## src/rtl/or_accum16.sv

```systemverilog
// Frame OR-accumulator: ORs every 16-bit word of a frame together, counts the
// words (saturating) and holds the result until the downstream consumer takes it.
module or_accum16 #(
    parameter int CNT_W = 5
) (
    input  logic             clk,
    input  logic             reset_n,
    input  logic             in_valid,
    output logic             in_ready,
    input  logic [15:0]      in_data,
    input  logic             in_last,
    output logic             out_valid,
    input  logic             out_ready,
    output logic [15:0]      out_data,
    output logic [CNT_W-1:0] out_count,
    output logic             out_all_ones
);

    typedef enum logic {
        ACCUM = 1'b0,
        HOLD  = 1'b1
    } state_e;

    localparam logic [CNT_W-1:0] CNT_MAX = '1;

    state_e           state_q;
    logic [15:0]      acc_q;
    logic [CNT_W-1:0] cnt_q;
    logic [15:0]      out_data_q;
    logic [CNT_W-1:0] out_count_q;

    logic             accept;
    logic [15:0]      acc_d;
    logic [CNT_W-1:0] cnt_d;

    // NOTE: every always_comb output gets a value on every path, so no latch is inferred.
    always_comb begin
        accept = in_valid && (state_q == ACCUM);
        acc_d  = acc_q | in_data;
        cnt_d  = (cnt_q == CNT_MAX) ? cnt_q : cnt_q + CNT_W'(1);
    end

    // NOTE: sequential state uses non-blocking assignments so all registers
    // update together from pre-edge values.
    always_ff @(posedge clk or negedge reset_n) begin
        if (!reset_n) begin
            state_q     <= ACCUM;
            acc_q       <= '0;
            cnt_q       <= '0;
            out_data_q  <= '0;
            out_count_q <= '0;
        end else begin
            case (state_q)
                ACCUM: begin
                    if (accept) begin
                        if (in_last) begin
                            // Last word goes straight into the result; the
                            // accumulator restarts clean for the next frame.
                            out_data_q  <= acc_d;
                            out_count_q <= cnt_d;
                            acc_q       <= '0;
                            cnt_q       <= '0;
                            state_q     <= HOLD;
                        end else begin
                            acc_q <= acc_d;
                            cnt_q <= cnt_d;
                        end
                    end
                end
                HOLD: begin
                    if (out_ready) begin
                        state_q <= ACCUM;
                    end
                end
                default: state_q <= ACCUM;
            endcase
        end
    end

    // Handshake flags decode purely from the registered state.
    assign in_ready     = (state_q == ACCUM);
    assign out_valid    = (state_q == HOLD);
    assign out_data     = out_data_q;
    assign out_count    = out_count_q;
    assign out_all_ones = &out_data_q;

endmodule

```

## config.mk

```make
export PLATFORM = sky130hd
export DESIGN_NAME = or_accum16
export DESIGN_NICKNAME = d
export VERILOG_FILES = /design/src/rtl/or_accum16.sv
export SDC_FILE = /design/constraint.sdc
export NUM_CORES = 1
export LEC_CHECK = 0
export CELL_PAD_IN_SITES_DETAIL_PLACEMENT = 0
export CELL_PAD_IN_SITES_GLOBAL_PLACEMENT = 1
export CORE_ASPECT_RATIO = 1.4
export CORE_MARGIN = 4
export CORE_UTILIZATION = 31
export DETAILED_ROUTE_END_ITERATION = 8
export GPL_TIMING_DRIVEN = 0
export PLACE_DENSITY = 0.78
export SYNTH_ARGS = -nofsm -noshare
export SYNTH_HDL_FRONTEND = slang
export SYNTH_SLANG_ARGS = --single-unit
```

## constraint.sdc

```tcl
create_clock -name clk -period 2.3 [get_ports clk]
set_input_delay 0.46 -clock clk [delete_from_list [all_inputs] [get_ports clk]]
set_output_delay 0.46 -clock clk [all_outputs]
set_load 0.05 [all_outputs]
```

==> flow_summary.yaml <==
status:
  status: "finished, final reports clean"
critical_path:
  path_class: "flip-flop to primary output"
  worstSetupEndpointType: "primary output"
  rrSetupSlack_ps: 820
  worstPathRequired_ps: 1840
  cp_max_fo: 3
  crit_arrival_ps: 1690
  startpoint_type: "flip-flop"
floorplanning:
  rows: 32
  die_w_um: 73.1
  die_area_um2: 7240
  ios: 45
  fp.dieH_um: 99.1
  coreArea_um2: 5650
  start_util_pct: 32.6
logic_synthesis:
  synth_compound_area_share_pct: 16.5
  yosysMostFrequentCell: "dfrtp_1"
  synthMuxAreaShare_pct: 0.545
  synth_seq_cells: 43
  synth_top_area_share_pct: 58.5
  synth_nets: 201
  synth_xor_area_share_pct: 0.953
  synth_top_family_by_area: "simple AND/OR/NAND/NOR gates"
  netlist_instances: 179
  synthTopCellsByArea: "dfrtp_1 59%, nand2_1 8.0%, o21ai_2 4.8%"
  synth_area_um2: 1840
  ys_warn_count: 0
  synth_edf_count: 0
  postSynthAreaPerCell_um2: 10.3
  dominantRegCellSynth: "dfrtp_1"
  synth_adder_area_share_pct: 0.681
  yosys-top-cells-count: "43 x dfrtp_1, 39 x nand2_1, 19 x nor2_1"
  synth-simple-area-share_pct: 18.0
  ys_seq_area_share_pct: 58.5
  synth_top_area_cell: "dfrtp_1"
  synth_cell_types: 32
  ys_async_sr_fraction_pct: 100
grt:
  met2_usage_pct: 21.4
  grt_pass1_wl_um: 7230
  grt_busiest_layer: "met2"
  antenna_found_initial: 0
  grt_pass1_vias: 1449
  grt_use_met1_pct: 15.9
  grtUsageTotal_pct: 13.0
  grt_overflow_total: 0
  grt_start_max_net_pins: 26
  grtUsageMet3_pct: 3.24
clocking:
  clk_pin_slew_ps: 80
  cts_hold_buf: 0
  numCtsBuffers: 5
  numClockSinks: 43
  clock_path_buffers: 2
  postCtsSetupBuffers: 0
  cts_root_buf: "clkbuf_8"
  h-tree-depth: 2
  tritoncts: "done"
  clock_latency_ps: 290
pwr:
  irDropWorstVdd_mv: 0.279
  p_leak_nw: 1.11
  powerDensity_nw_per_um2: 927
timing:
  setup_viol: 0
  finalCriticalPeriod_ps: 2150
  slew_headroom_pct: 65.3
  max_freq_mhz: 466
  rsz0062_at_grt: "false"
  timing.final.crit_share_pct: 93.3
  hold_violations: 0
  worst_slew_pin_slew_ps: 519
  maxSlewViolCount: 0
  setup_tns_ps: 0
  fin_skew_ps: 4.89
layout:
  fin_area_um2: 2470
  nFillCells: 554
  final_net_count: 253
  fin_cells: 300
  drive_gt1_share_pct: 14.2
  diodes: 0
  area_growth_pct: 34.3
route:
  wl_um: 4330
  wl_per_cell_um: 14.4
  drc: 0
  final_antenna_net_count: 0
  vias: 1435
  drt_iter0_drc: 80
  vias_per_cell: 4.78
  drt_first_pass_iters: 4
placed_design:
  dp.cells: 292
  dpl_cell_area_um2: 2380
  gp_congestion: 0.690
  io_buffers: 44
  hpwl_um: 3150
hold_path:
  hp-class: "primary input to async pin"
run:
  drv_cap: 0
## path summary, 6_finish.rpt
check | depth (start not counted) | start | endpoint
setup / recovery | 3 | out_data[12] | out_all_ones
hold / removal | 1 | reset_n | out_data[0]
setup reg to reg | 5 | cnt_q[0] | out_count[3]
hold reg to reg | 2 | out_count[4] | out_count[4]
max in group asynchronous | 2 | reset_n | out_count[3]
min in group clk | 2 | out_count[4] | out_count[4]
## flip-flops by register name (all words and copies together), names as in the netlist
register   flops
acc_q         16
out_data      16
cnt_q          5
out_count      5
out_valid      1
## where the power goes
| part | total [W] | internal, W | switching (W) |
|---|---|---|---|
| combinational | 0.000799 | 0.000281 | 0.000518 |
| clock | 0.000468 | 0.000212 | 0.000255 |
| sequential | 0.00102 | 0.000907 | 0.000116 |
| total | 0.00229 | 0.00140 | 0.000889 |
## placed cells by master (no fill, tap or decap), types with 4 or more instances in the layout
| cell type | Yosys | final |
|---|---|---|
| clkbuf_8 | 0 | 5 |
| o21ai_0 | 10 | 10 |
| nor2_1 | 19 | 19 |
| nand2_1 | 39 | 39 |
| dfrtp_1 | 43 | 43 |
| buf_4 | 4 | 4 |
| buf_2 | 4 | 5 |
| a21oi_1 | 17 | 17 |
| clkdlybuf4s50_1 | 0 | 42 |
| o21ai_2 | 10 | 10 |
| nand4_1 | 4 | 4 |
## worst max-delay path, stage by stage, from the launching register on
cell and delay [ps]:
dfrtp_1 390, nand4_1 150, nor4_2 300, dlygate4sd2_1 560
## through the flow
step / hold WS (ps) / power (W) / utilization [%] / setup slack (ps)
2_1_floorplan: 164 / 0.00153 / - / 36.5
3_3_place_gp: 462 / 0.00183 / 42.0 / -402
3_5_place_dp: 432 / 0.00185 / 42.2 / 139
4_1_cts: 108 / 0.00232 / 43.7 / 109
5_1_grt: 121 / 0.00242 / 43.7 / 34.0
6_report: 101 / 0.00229 / 43.7 / 155
## layout make-up
| cell class | count | area, um2 | share of cell area, % |
|---|---|---|---|
| flip-flops and latches | 43 | 1080 | 43.6 |
| plain buffers | 10 | 76.3 | 3.09 |
| inverters | 3 | 11.3 | 0.456 |
| clock buffers | 6 | 72.6 | 2.94 |
| well taps | 68 | 85.1 | 3.45 |
| clock inverters | 2 | 12.5 | 0.507 |
| repair buffers | 45 | 454 | 18.4 |
| multi-input cells | 123 | 681 | 27.6 |
## what timing repair did
item / in CTS / in global routing
gates resized for setup: 1 / 0
hold endpoints to repair: 0 / 0
endpoints found under the setup margin: 1 / 0
## metal layers
metal  vias to the layer above  routed length (um)  share of wire, %
met1                       679                1860                43
met4                         0                  74               1.7
met3                         5                 217               5.0
met5                         -                   0                 0
met2                        33                2180                50
li1                        718                   -                 -
## cell families (layout without fill, tap and decap cells)
family | Yosys count | count (layout)
buffers and inverters | 13 | 66
AND/OR/NAND/NOR | 72 | 72
multiplexers | 1 | 1
AO/OA/AOI/OAI | 47 | 47
XOR/XNOR | 2 | 2
adder cells (fa/ha/maj) | 1 | 1
flip-flops | 43 | 43
(Power assumes the default switching activity.)
